==> config.mk <==
export PLATFORM = sky130hd
export DESIGN_NAME = hazard_ctrl
export DESIGN_NICKNAME = d
export VERILOG_FILES = /design/src/rtl/hazard_ctrl.sv
export SDC_FILE = /design/constraint.sdc
export NUM_CORES = 1
export LEC_CHECK = 0
export ABC_AREA = 0
export CAP_MARGIN = 20
export CORE_AREA = 2 2 39 41
export DETAILED_ROUTE_END_ITERATION = 8
export DIE_AREA = 0 0 41 43
export HOLD_SLACK_MARGIN = 0.05
export PLACE_DENSITY = 0.82
export SETUP_SLACK_MARGIN = 0.3
export SLEW_MARGIN = 0
export SYNTH_ARGS = -nofsm -noshare
export SYNTH_HDL_FRONTEND = slang
export SYNTH_SLANG_ARGS = --single-unit
==> constraint.sdc <==
create_clock -name CLK -period 3.7 [get_ports CLK]
set_input_delay 0.74 -clock CLK [delete_from_list [all_inputs] [get_ports CLK]]
set_output_delay 0.74 -clock CLK [all_outputs]
set_load 0.01 [all_outputs]
==> src/rtl/hazard_ctrl.sv <==
// Pipeline hazard controller: stage-register enables and bubble flushes for load-use,
// D-cache miss, taken-branch squash, fetch miss and halt. Define HAZARD_CTRL_STATS_EN for stall/flush counters.
module hazard_ctrl #(
    parameter int unsigned CNT_W = 32
) (
    input  logic       CLK,
    input  logic       RST,
    input  logic [4:0] ifid_rs,
    input  logic [4:0] ifid_rt,
    input  logic       ifid_uses_rt,
    input  logic       idex_memread,
    input  logic [4:0] idex_wsel,
    input  logic       exm_branch_taken,
    input  logic       exm_dreq,
    input  logic       dhit,
    input  logic       ihit,
    input  logic       mwb_halt,
    output logic       pc_en,
    output logic       ifid_en,
    output logic       idex_en,
    output logic       exm_en,
    output logic       mwb_en,
    output logic       ifid_flush,
    output logic       idex_flush,
    output logic       exm_flush,
    output logic       halted
`ifdef HAZARD_CTRL_STATS_EN
    ,
    output logic [CNT_W-1:0] stall_cnt,
    output logic [CNT_W-1:0] flush_cnt
`endif
);

    typedef enum logic [1:0] {
        RUN      = 2'd0,
        MEM_WAIT = 2'd1,
        SQUASH   = 2'd2,
        HALTED   = 2'd3
    } state_e;

    typedef struct packed {
        logic pc_en;
        logic ifid_en;
        logic idex_en;
        logic exm_en;
        logic mwb_en;
        logic ifid_flush;
        logic idex_flush;
        logic exm_flush;
        logic halted;
    } ctrl_t;

    // Canonical control words, field order as in ctrl_t.
    localparam ctrl_t CTRL_GO         = 9'b11111_000_0;
    localparam ctrl_t CTRL_FREEZE     = 9'b00000_000_0;
    localparam ctrl_t CTRL_HALT       = 9'b00000_000_1;
    localparam ctrl_t CTRL_RESET      = 9'b00000_111_0;
    localparam ctrl_t CTRL_LOAD_USE   = 9'b00111_010_0;
    localparam ctrl_t CTRL_FETCH_MISS = 9'b01111_100_0;
    localparam ctrl_t CTRL_SQUASH     = 9'b11111_111_0;

    if (CNT_W < 1) begin : g_cnt_w_check
        $error("hazard_ctrl: CNT_W must be at least 1");
    end

    state_e state_q, state_d;
    ctrl_t  ctrl;
    logic   load_use;
    logic   dmiss;

    // A load into r0 never creates a real dependency.
    assign load_use = idex_memread && (idex_wsel != 5'd0) &&
                      ((idex_wsel == ifid_rs) || (ifid_uses_rt && (idex_wsel == ifid_rt)));
    assign dmiss    = exm_dreq && !dhit;

    always_comb begin
        // NOTE: every variable gets a default before any branch, so no latch is inferred.
        ctrl    = CTRL_GO;
        state_d = state_q;
        if (RST) begin
            ctrl    = CTRL_RESET;
            state_d = RUN;
        end else if (state_q == HALTED || mwb_halt) begin
            ctrl    = CTRL_HALT;
            state_d = HALTED;
        end else begin
            case (state_q)
                RUN: begin
                    if (dmiss) begin
                        ctrl    = CTRL_FREEZE;
                        state_d = MEM_WAIT;
                    end else if (exm_branch_taken) begin
                        ctrl    = CTRL_SQUASH;
                        state_d = SQUASH;
                    end else if (load_use) begin
                        ctrl = CTRL_LOAD_USE;
                    end else if (!ihit) begin
                        ctrl = CTRL_FETCH_MISS;
                    end
                end
                MEM_WAIT: begin
                    if (!dhit) begin
                        ctrl = CTRL_FREEZE;
                    end else if (exm_branch_taken) begin
                        ctrl    = CTRL_SQUASH;
                        state_d = SQUASH;
                    end else begin
                        state_d = RUN;
                    end
                end
                SQUASH: begin
                    // ID holds the bubble inserted last cycle, so load-use cannot apply.
                    state_d = RUN;
                    if (!ihit) begin
                        ctrl = CTRL_FETCH_MISS;
                    end
                end
                default: begin
                    state_d = RUN;
                end
            endcase
        end
    end

    always_ff @(posedge CLK) begin
        // NOTE: sequential state uses non-blocking assignments only.
        if (RST) begin
            state_q <= RUN;
        end else begin
            state_q <= state_d;
        end
    end

    assign pc_en      = ctrl.pc_en;
    assign ifid_en    = ctrl.ifid_en;
    assign idex_en    = ctrl.idex_en;
    assign exm_en     = ctrl.exm_en;
    assign mwb_en     = ctrl.mwb_en;
    assign ifid_flush = ctrl.ifid_flush;
    assign idex_flush = ctrl.idex_flush;
    assign exm_flush  = ctrl.exm_flush;
    assign halted     = ctrl.halted;

`ifdef HAZARD_CTRL_STATS_EN
    logic [CNT_W-1:0] stall_cnt_q, stall_cnt_d;
    logic [CNT_W-1:0] flush_cnt_q, flush_cnt_d;

    // Both counters saturate; the halt cycles are not stalls.
    always_comb begin
        stall_cnt_d = stall_cnt_q;
        flush_cnt_d = flush_cnt_q;
        if (!ctrl.pc_en && !ctrl.halted && !(&stall_cnt_q)) begin
            stall_cnt_d = stall_cnt_q + CNT_W'(1);
        end
        if (ctrl.exm_flush && !(&flush_cnt_q)) begin
            flush_cnt_d = flush_cnt_q + CNT_W'(1);
        end
    end

    always_ff @(posedge CLK) begin
        if (RST) begin
            stall_cnt_q <= '0;
            flush_cnt_q <= '0;
        end else begin
            stall_cnt_q <= stall_cnt_d;
            flush_cnt_q <= flush_cnt_d;
        end
    end

    assign stall_cnt = stall_cnt_q;
    assign flush_cnt = flush_cnt_q;
`endif

endmodule

=== After elaboration in Yosys (flattened, before gate mapping) ===
Index checks and enable logic that the tools add are counted.

* Eq/ne operators: 7
* Multiplexer cells: 15
* Reduce and logical (&&, ||, !) cells: 10

{| class="wikitable"
|+ Operator list
! operator !! count
|-
| $mux W9 || 7
|-
| $pmux W9 S3 || 1
|-
| $eq A5 B5 Y1 || 2
|-
| $mux W2 || 5
|-
| $reduce_bool A5 Y1 || 1
|-
| $eq A2 B2 Y1 const B || 2
|-
| $logic_and A1 B1 Y1 || 4
|-
| $mux W4 || 1
|-
| $ne A4 B4 Y1 const B || 1
|-
| $pmux W2 S2 || 1
|-
| $ne A3 B3 Y1 const B || 1
|-
| $eq A2 B1 Y1 const B || 1
|-
| $logic_not A2 Y1 || 1
|-
| $logic_or A1 B1 Y1 || 2
|-
| $reduce_and A2 Y1 || 1
|-
| $logic_not A1 Y1 || 1
|}

* Flip-flop bits (word level): 2
* Bits of input ports: 24
* Output and inout bits: 9
* Word-level logic and storage cells: 33

=== Logic depth before layout (Yosys ltp) ===
* Depth in word-level cells: 10
* Depth in mapped cells: 5
* Mapped depth without buffers: 4

=== Least setup slack after synthesis ===
No wires, ideal clock.

* Path type: input-to-output
* Start point: input exm_dreq
* End point: output ifid_en
* Arrival: 1794 ps
* Data required time: 2960 ps
* Path slack: 1166 ps
* Stages on the path: 4
* Buffers on the path: 0
* Path through: nor2b_1 o22ai_1 nor3b_1 a21boi_1

* Cells in the longest elaborated chain, start to end: 5

{| class="wikitable"
|+ Ends and longest elaborated chain
! element !! line !! source
|-
| start: declaration || 14 || <nowiki>input logic exm_dreq,</nowiki>
|-
| $logic_and A1 B1 Y1 || 74 || <nowiki>assign dmiss = exm_dreq && !dhit;</nowiki>
|-
| $mux W9 || 89 || <nowiki>if (dmiss) begin</nowiki>
|-
| $pmux W9 S3 || 87 || <nowiki>case (state_q)</nowiki>
|-
| $mux W9 || 83 || <nowiki>end else if (state_q == HALTED || mwb_halt) begin</nowiki>
|-
| $mux W9 || 80 || <nowiki>if (RST) begin</nowiki>
|-
| end: declaration || 19 || <nowiki>output logic ifid_en,</nowiki>
|}

No other way between the ends.

=== Worst setup path in the final report ===
* Start point: input dhit
* End point: output idex_en

* Cells in the longest elaborated chain, start to end: 6
* Elaborated cells between the ends (all ways): 7
* Those cells by class: mux: 5; reduce/logical: 2

{| class="wikitable"
|+ Ends and longest elaborated chain
! element !! line !! source
|-
| start: declaration || 15 || <nowiki>input logic dhit,</nowiki>
|-
| $logic_not A1 Y1 || n/a ||
|-
| $logic_and A1 B1 Y1 || 74 ||
|-
| $mux W9 || 89 ||
|-
| $pmux W9 S3 (*) || 87 ||
|-
| $mux W9 (*) || 83 ||
|-
| $mux W9 (*) || 80 ||
|-
| end: declaration || 20 || <nowiki>output logic idex_en,</nowiki>
|}

Mark *: on every way between the ends. The rest lies on a longest branch, timed or not.

==> flow_metrics.tcl <==
set metrics [dict create \
    status "finished, final reports clean" \
    grt_first_pass_wirelength_um 1876 \
    cts_setup_buffers 0 \
    drt-initial-drc-count 1 \
    pwr-share-comb 0.517 \
    hold_class "reg -> reg" \
    antenna_found_initial 0 \
    cts_tree "done" \
    synth_top_area_frac 0.2128 \
    slew_viol_final 0 \
    synthDistinctLibCells 30 \
    switching_share 0.3102 \
    fin_crit_ns 3.268 \
    path_max_fanout 5 \
    ys_seq_area_frac 0.09726 \
    drc_errors 0 \
    worstMarginPinSlew_ns 0.2997 \
    synth.most_common_cell "xnor2_1" \
    root_buffer "clkbuf_4" \
    regArea_sq_um 40.04 \
    synth-async-reset-ratio 0 \
    grt.total_usage 0.1528 \
    relSlewSlack 0.7990 \
    criticalPathCategory "in -> out" \
    cp_data_arrival_time_ns 2.53 \
    hold_depth 2 \
    rsz0062_at_grt "no" \
    crit_buf_inv 4 \
    layout-drive-gt1-share 0.08889 \
    synthesis.area_sq_um 411.6 \
    crit_family "buffers and inverters" \
    p_int_mw 0.1097 \
    fp.dieW_um 41 \
    grt_max_degree 10 \
    hold_violations 0 \
    core_region_area_sq_mm 0.001384 \
    h-tree-depth 1 \
    grt_pass1_vias 516 \
    final_cell_area_sq_um 759.5 \
    seqPwrFrac 0.171 \
    finalNonFillerCells 106 \
    skew_ns 0.003131 \
    setup_viol 0 \
    ant_nets 0 \
    crit_path_top_delay_cell "clkdlybuf4s50_1" \
    synth_area_leader_cell "xnor2_1" \
    endpoint_kind "primary output" \
    min_from "state_q[0]" \
    clk_latency_ns 0.23 \
    syn-num-nets 81 \
    power-per-cell-area_mw_per_mm2 209.4 \
    dp_hpwl_um 981.7 \
    yosysWarnings 0 \
    gp_congestion 0.7231 \
    worstPathRequired_ns 2.96 \
    hold-worst-slack_ns 0.6860 \
    power_switching_mw 0.04934 \
    diodes 0 \
    critPathMostFrequentCell "clkdlybuf4s50_1" \
    fin_crit_sh 0.8831 \
    max_stage_delay_ns 0.53 \
    rows 14 \
    synth.top_cells.by_area "xnor2_1 (21%), dfxtp_1 (9.7%), inv_1 (5.5%)" \
    dpl-instance-area_sq_um 739.5 \
    fin_setup_tns_ns 0 \
    startpoint "dhit" \
    fillers 130 \
    dp_cells 103 \
    r2r-start "state_q[0]" \
    drt-pass1-iter-count 4 \
    fmax_mhz 306.0 \
    multiInputGateArea_sq_um 329.1 \
    largest_reg_flops 2 \
    synthTopCellsByCount "xnor2_1 (10), inv_1 (6), a21oi_1 (4), nand2_1 (4), nor2b_1 (3)" \
    path_cells "clkdlybuf4s50_1, inv_1, o22ai_1, nor3b_1, buf_4, clkdlybuf4s50_1" \
    path_depth 6 \
    synth_flop_cell "dfxtp_1" \
    maxCapViolations 0 \
    path_clk_slew_ns 0.03 \
    ys_ff_latch 2 \
    synth-edff-count 0 \
    top_register "state_q" \
    numPortBuffers 32 \
    total_power_mw 0.1590 \
    syn_avg_cell_area_sq_um 7.222 \
    cts_buffers 3 \
    cts_buffer_depth 2 \
    irDropWorstVdd_v 0.00009964 \
    p_leak_nw 0.3160 \
    cp-start-kind "input pin" \
    reg2regPathDepth 3 \
    pwr-share-clk 0.312 \
    ioPinCount 33 \
    via_count 526 \
    die_area_sq_mm 0.001763 \
    via_per_inst 4.962 \
    start_util 0.2975 \
    top_regs "state_q x2" \
    die_h_um 43 \
    totalWireLength_um 1126 \
    syn_to_final_growth_pct 84.50 \
    cts.sinks 2 \
    syn_inst 57 \
    final_nets 116 \
    avgRoutedWirePerCell_um 10.62 \
    grt-ovfl-total 0 \
]
layer usage:
| layer | up-vias | track usage | routed length (um) |
|---|---|---|---|
| met5 | - | 0 | 0 |
| met4 | 0 | 0.08000 | 0 |
| met3 | 0 | 0.01047 | 73 |
| met1 | 230 | 0.1646 | 405 |
| met2 | 22 | 0.2719 | 647 |
| li1 | 274 | - | - |
power groups by stage:
stage                     Sequential, mW  Clock, mW  Combinational [mW]
after floorplan                   0.0252          0              0.0402
after global placement            0.0273          0              0.0846
after detailed placement          0.0272          0              0.0854
after CTS                         0.0271     0.0536              0.0834
after global routing              0.0273     0.0557              0.0900
final                             0.0272     0.0496              0.0822
area by class of cell:
cell class | count | area share
multi-input cells | 46 | 0.4333
repair buffers | 33 | 0.4283
flip-flops and latches | 2 | 0.05272
clock buffers | 3 | 0.02965
inverters | 6 | 0.02965
well taps | 16 | 0.02636
through the flow:
stage / setup WS, ns / utilization
floorplan: 1.166 / -
global placement: 0.2679 / 0.5344
detailed placement: 0.1945 / 0.5344
CTS: 0.3034 / 0.5470
global route: 0.3314 / 0.5488
finish: 0.4324 / 0.5488
placed cells by master, fill, tap and decap left out, drive strengths merged, types with 2 or more instances in the layout:
| cell type | instances |
|---|---|
| dlygate4sd2 | 4 |
| a21oi | 4 |
| clkbuf | 3 |
| nor2b | 3 |
| nor3 | 2 |
| dfxtp | 2 |
| o21ai | 2 |
| clkdlybuf4s50 | 27 |
| nand2 | 4 |
| a31oi | 2 |
| inv | 6 |
| xnor2 | 10 |
| o22ai | 2 |
kinds of logic after synthesis:
group                  synth area share
AO/OA/AOI/OAI                    0.3465
AND/OR/NAND/NOR                  0.2401
XOR/XNOR                         0.2128
buffers and inverters            0.1033
flip-flops                      0.09727
worst paths after layout:
path | slack [ns] | endpoint
worst max register to register | 2.76 | state_q[1]
worst min-delay path | 0.69 | state_q[0]
worst min register to register | 0.69 | state_q[0]
worst max-delay path | 0.43 | idex_en
tightest hold or removal path, cell delays in order, from the launching register on:
cell,delay [ns]
dfxtp_1,0.37
o22ai_1,0.17
a21oi_1,0.09
timing repair:
action                     in CTS  in global routing
hold buffers                    0                  0
gates cloned                    0                  0
setup endpoints to repair       4                  1
resized for setup               4                  1
Note: power is estimated with default switching activity, not from simulation.
